--- config.mk ---
export PLATFORM = sky130hd
export DESIGN_NAME = universal_shift_reg
export DESIGN_NICKNAME = d
export VERILOG_FILES = /design/src/rtl/usr_pkg.sv /design/src/rtl/usr_next_mux.sv /design/src/rtl/universal_shift_reg.sv
export SDC_FILE = /design/constraint.sdc
export NUM_CORES = 1
export LEC_CHECK = 0
export BUFFER_PORTS_ARGS = -buffer_cell sky130_fd_sc_hd__buf_2
export CAP_MARGIN = 40
export CORE_MARGIN = 3
export CORE_UTILIZATION = 45
export DETAILED_ROUTE_END_ITERATION = 10
export PLACE_DENSITY = 0.71
export SLEW_MARGIN = 20
export SYNTH_ARGS = -nofsm -noshare
export SYNTH_HDL_FRONTEND = slang
export SYNTH_HIERARCHICAL = 1
export SYNTH_SLANG_ARGS = --single-unit
--- constraint.sdc ---
create_clock -name clk -period 3.08 [get_ports clk]
set_input_delay 0.154 -clock clk [delete_from_list [all_inputs] [get_ports clk]]
set_output_delay 0.154 -clock clk [all_outputs]
set_load 0.01 [all_outputs]
--- src/rtl/usr_pkg.sv ---
// Shared types and helpers for the universal shift register.
// Holds the mode encoding, the burst FSM states and the burst-op qualifier.
package usr_pkg;

   typedef enum logic [2:0] {
      MODE_HOLD = 3'b000,
      MODE_LOAD = 3'b001,
      MODE_SHR  = 3'b010,
      MODE_SHL  = 3'b011,
      MODE_ROR  = 3'b100,
      MODE_ROL  = 3'b101,
      MODE_CLR  = 3'b110,
      MODE_RSVD = 3'b111
   } mode_e;

   typedef enum logic [1:0] {
      IDLE = 2'd0,
      RUN  = 2'd1,
      DONE = 2'd2
   } state_e;

   // Only the four shift/rotate modes make sense to repeat as a burst.
   function automatic logic is_burst_op(input mode_e m);
      return (m == MODE_SHR) || (m == MODE_SHL) ||
             (m == MODE_ROR) || (m == MODE_ROL);
   endfunction

endpackage

--- src/rtl/usr_next_mux.sv ---
// Combinational next-value selector for the shift register contents.
// Reserved encodings fall back to hold.
module usr_next_mux
   import usr_pkg::*;
#(
   parameter int WIDTH = 5
) (
   input  mode_e            mode,
   input  logic [WIDTH-1:0] q,
   input  logic [WIDTH-1:0] vec,
   input  logic             sin_r,
   input  logic             sin_l,
   output logic [WIDTH-1:0] d
);

   always_comb begin
      d = q;
      case (mode)
         MODE_HOLD: d = q;
         MODE_LOAD: d = vec;
         MODE_SHR:  d = {sin_r, q[WIDTH-1:1]};
         MODE_SHL:  d = {q[WIDTH-2:0], sin_l};
         MODE_ROR:  d = {q[0], q[WIDTH-1:1]};
         MODE_ROL:  d = {q[WIDTH-2:0], q[WIDTH-1]};
         MODE_CLR:  d = '0;
         default:   d = q;
      endcase
   end

endmodule

--- src/rtl/universal_shift_reg.sv ---
// Universal shift register with a counted-burst engine (start/busy/done).
// Holds the data flops, the IDLE/RUN/DONE FSM and the remaining-step counter.
module universal_shift_reg
   import usr_pkg::*;
#(
   parameter int WIDTH = 5,
   parameter int CNT_W = 8
) (
   input  logic             clk,
   input  logic             clr,
   input  logic [2:0]       mode,
   input  logic             sin_r,
   input  logic             sin_l,
   input  logic [WIDTH-1:0] vec,
   input  logic             start,
   input  logic [CNT_W-1:0] count,
   output logic [WIDTH-1:0] q,
   output logic             sout_r,
   output logic             sout_l,
   output logic             busy,
   output logic             done
);

   state_e           state, state_nx;
   mode_e            op_q;
   mode_e            mux_mode;
   logic [CNT_W-1:0] rem;
   logic [WIDTH-1:0] d;
   logic             q_en;
   logic             accept;

   usr_next_mux #(.WIDTH(WIDTH)) u_mux (
      .mode  (mux_mode),
      .q     (q),
      .vec   (vec),
      .sin_r (sin_r),
      .sin_l (sin_l),
      .d     (d)
   );

   assign accept = (state == IDLE) && start;

   // In RUN the captured op drives the mux; a start edge never touches q.
   always_comb begin
      state_nx = state;
      mux_mode = mode_e'(mode);
      q_en     = 1'b0;
      case (state)
         IDLE: begin
            if (start) begin
               if ((count == '0) || !is_burst_op(mode_e'(mode)))
                  state_nx = DONE;
               else
                  state_nx = RUN;
            end else begin
               q_en = 1'b1;
            end
         end
         RUN: begin
            mux_mode = op_q;
            q_en     = 1'b1;
            if (rem == CNT_W'(1))
               state_nx = DONE;
         end
         DONE:    state_nx = IDLE;
         default: state_nx = IDLE;
      endcase
   end

   always_ff @(posedge clk or negedge clr) begin
      if (!clr) begin
         state <= IDLE;
         q     <= '0;
         op_q  <= MODE_HOLD;
         rem   <= '0;
      end else begin
         state <= state_nx;
         if (q_en)
            q <= d;
         if (accept) begin
            op_q <= mode_e'(mode);
            rem  <= count;
         end else if (state == RUN) begin
            rem <= rem - CNT_W'(1);
         end
      end
   end

   assign sout_r = q[0];
   assign sout_l = q[WIDTH-1];
   assign busy   = (state == RUN);
   assign done   = (state == DONE);

endmodule

==> metrics.txt <==
initial core utilization=0.488; final worst-path cycle share=0.876; Final Hold Vio Count=0; Yosys top cell by area=dfrtp_1; FF+latch count, synth=18; CTS Hold Bufs=1; outcome=finished, final reports clean; Synth Cell Area=1380 µm²; Synth top cells by count=dfrtp_1, a21oi_1, nor2_1; number of I/O port buffers=29; FF+latch area=450 µm²; register area share after synthesis=0.326; initial antenna violation count=0; nature of the critical path endpoint=register; GR Util met2=0.323; syn_nets=180; Post-DRT Antenna Nets=0; Area Growth Syn to Fin=9.79%; GR peak layer=met2; final slew viol count=0; Num CTS Buffers=3; diode count=0; via count=1281; first-pass GRT wire length=5210 µm; Longest Clk Path Bufs=2; Post-CTS Setup Repair Bufs=0; kind of cell adding the most delay to the critical path=simple AND/OR/NAND/NOR gates; Buf/Inv on CP=0; Die ar.=3770 µm²; HP Class=input pin to register; yosys warns=6; Static Leakage=0.000661 µW; HPWL after DPL=2370 µm; prevailing post-synth register cell=dfrtp_1; VDD IR-drop max=0.000423 V; DRT iter0 DRCs=122; die height=61.4 µm; global route total overflow=0; slowest stage cell on the critical path=mux2_2; num ports=30; number of flops mapped to enable cells by yosys=0; count leader, synth=dfrtp_1; drt total wl=3120 µm; Worst Max-Slew Pin Slew=0.514 ns; Root Driver=clkbuf_4; Fin Setup TNS=0 ns; Most common cell on crit path=mux2_2; Reg clk slew, reported paths=0.09 ns; Placement Setup Slack=0.408 ns; Fillers=264; hold path startpoint=mode[0]; arrival time worst endpoint=2.87 ns; Pwr Density=962 nW/µm²; CTS tree=built; slowest stage delay, CP=0.54 ns; top-area cell type share of the netlist area=0.326; max frequency=371 MHz; Worst-Skew Late Latency=0.28 ns; CP Launch Type=register; crit path cell chain=nor2_1, mux2_2, nor4b_1, nor4_2, a22oi_1, o221ai_2, mux2_2; Core Box Area=2830 µm²; post_cts resized=0; peak fanout along the critical path=21; drt first pass iters=4; asr flop ratio synth=1.00; WP data required=3.26 ns; Min Hold Slack=0.123 ns; CP Launch Point=state[1]; layout net count=203; minimum clock period=2.70 ns; RSZ-0062 raised after global routing=no; kind of critical path=register to register; DRC Markers=0; final setup vio count=0; All-Layer GR Usage=0.180; row cnt=19; H-tree depth=1; Horiz. Die Dim=61.4 µm; vias in the first global route=1204; Util after Layout=0.536; reg2reg start=state[1]; share of cells above drive strength 1=0.281; Syn Area/Cell=8.79 µm²; Slew headroom=0.657; WL/cell=14.9 µm; top cells by area, synth=dfrtp_1, mux2_2, a21oi_1; setup slack after layout=0.383 ns; Synth Instances=157; clock sink total=18; multi-input gate area in the final layout=807 µm²; met1 Use GR=0.216; largest net degree at the start of global routing=23; Vias/cell=6.13; MaxCap Viol Count=0; Placer Congestion=0.870; met3 GRT Util=0.0252; post-synth cell types=45; Final Skew=0.00320 ns
-- per-stage QoR --
| stage | instances | cell area (µm²) | power [µW] |
|---|---|---|---|
| finish | 209 | 1520 | 1460 |
| global route | 209 | 1520 | 1590 |
| CTS | 209 | 1520 | 1470 |
| detailed placement | 205 | 1480 | 1350 |
| global placement | 205 | 1480 | 1320 |
| floorplan | 157 | 1380 | 1190 |
-- metal layers --
metal  routed length [µm]  share of wire
met5                    0              0
met4                    0              0
met3                  199          0.064
met2                 1620           0.52
met1                 1300           0.42
-- registers in the layout, summed over array words and instances (netlist names) --
register  cells
state         2
q             5
rem           8
op_q          3
-- worst register-to-register path, cell delays in order (launching register included) --
cell,delay (ns)
dfrtp_1,0.49
nor2_1,0.36
mux2_2,0.54
nor4b_1,0.41
nor4_2,0.12
a22oi_1,0.26
o221ai_2,0.14
mux2_2,0.27
-- cell type report --
type                            instances  share of cell area
Clock buffer                            3              0.0149
Sequential cell                        18               0.297
Inverter                                9              0.0223
Tap cell                               31              0.0256
Timing Repair Buffer                   31               0.107
Multi-Input combinational cell        117               0.533
-- layout by cell type, fill, tap and decap left out, types with 3 or more instances in the layout --
cell type and n:
nor3_1 4, mux2_2 11, buf_2 29, nand2b_1 3, nor4_1 3, clkbuf_4 3, o21ai_0 7, o22ai_1 8
nand3_1 8, o31ai_1 3, o22a_1 3, inv_1 8, a21oi_1 14, nor2_1 13, nand2_1 7, dfrtp_1 18
-- cells by family (layout without fill, tap and decap cells) --
family | count (synthesis) | after routing | share of synthesized area
fa+ha+maj | 3 | 3 | 0.0254
compound gates | 49 | 49 | 0.238
mux | 16 | 16 | 0.131
flops | 18 | 18 | 0.326
buf+inv | 22 | 43 | 0.0888
xor+xnor | 1 | 1 | 0.00635
simple gates | 48 | 48 | 0.184
-- worst paths after layout --
check                          end  slack (ns)  cells past startpoint
max in group asynchronous   rem[7]        2.48                      2
min reg2reg                op_q[1]        0.52                      1
max reg2reg                   q[0]        0.38                      7
min in group asynchronous   rem[2]        0.31                      2
max                           q[0]        0.38                      7
min                        op_q[0]        0.12                      2
-- where the power goes --
group | leakage [µW] | internal (µW) | switching [µW]
clock network | 0.0000138 | 45.4 | 66.4
logic | 0.000436 | 397 | 433
registers | 0.000212 | 356 | 160
total | 0.000661 | 798 | 660
(Power assumes the default switching activity.)
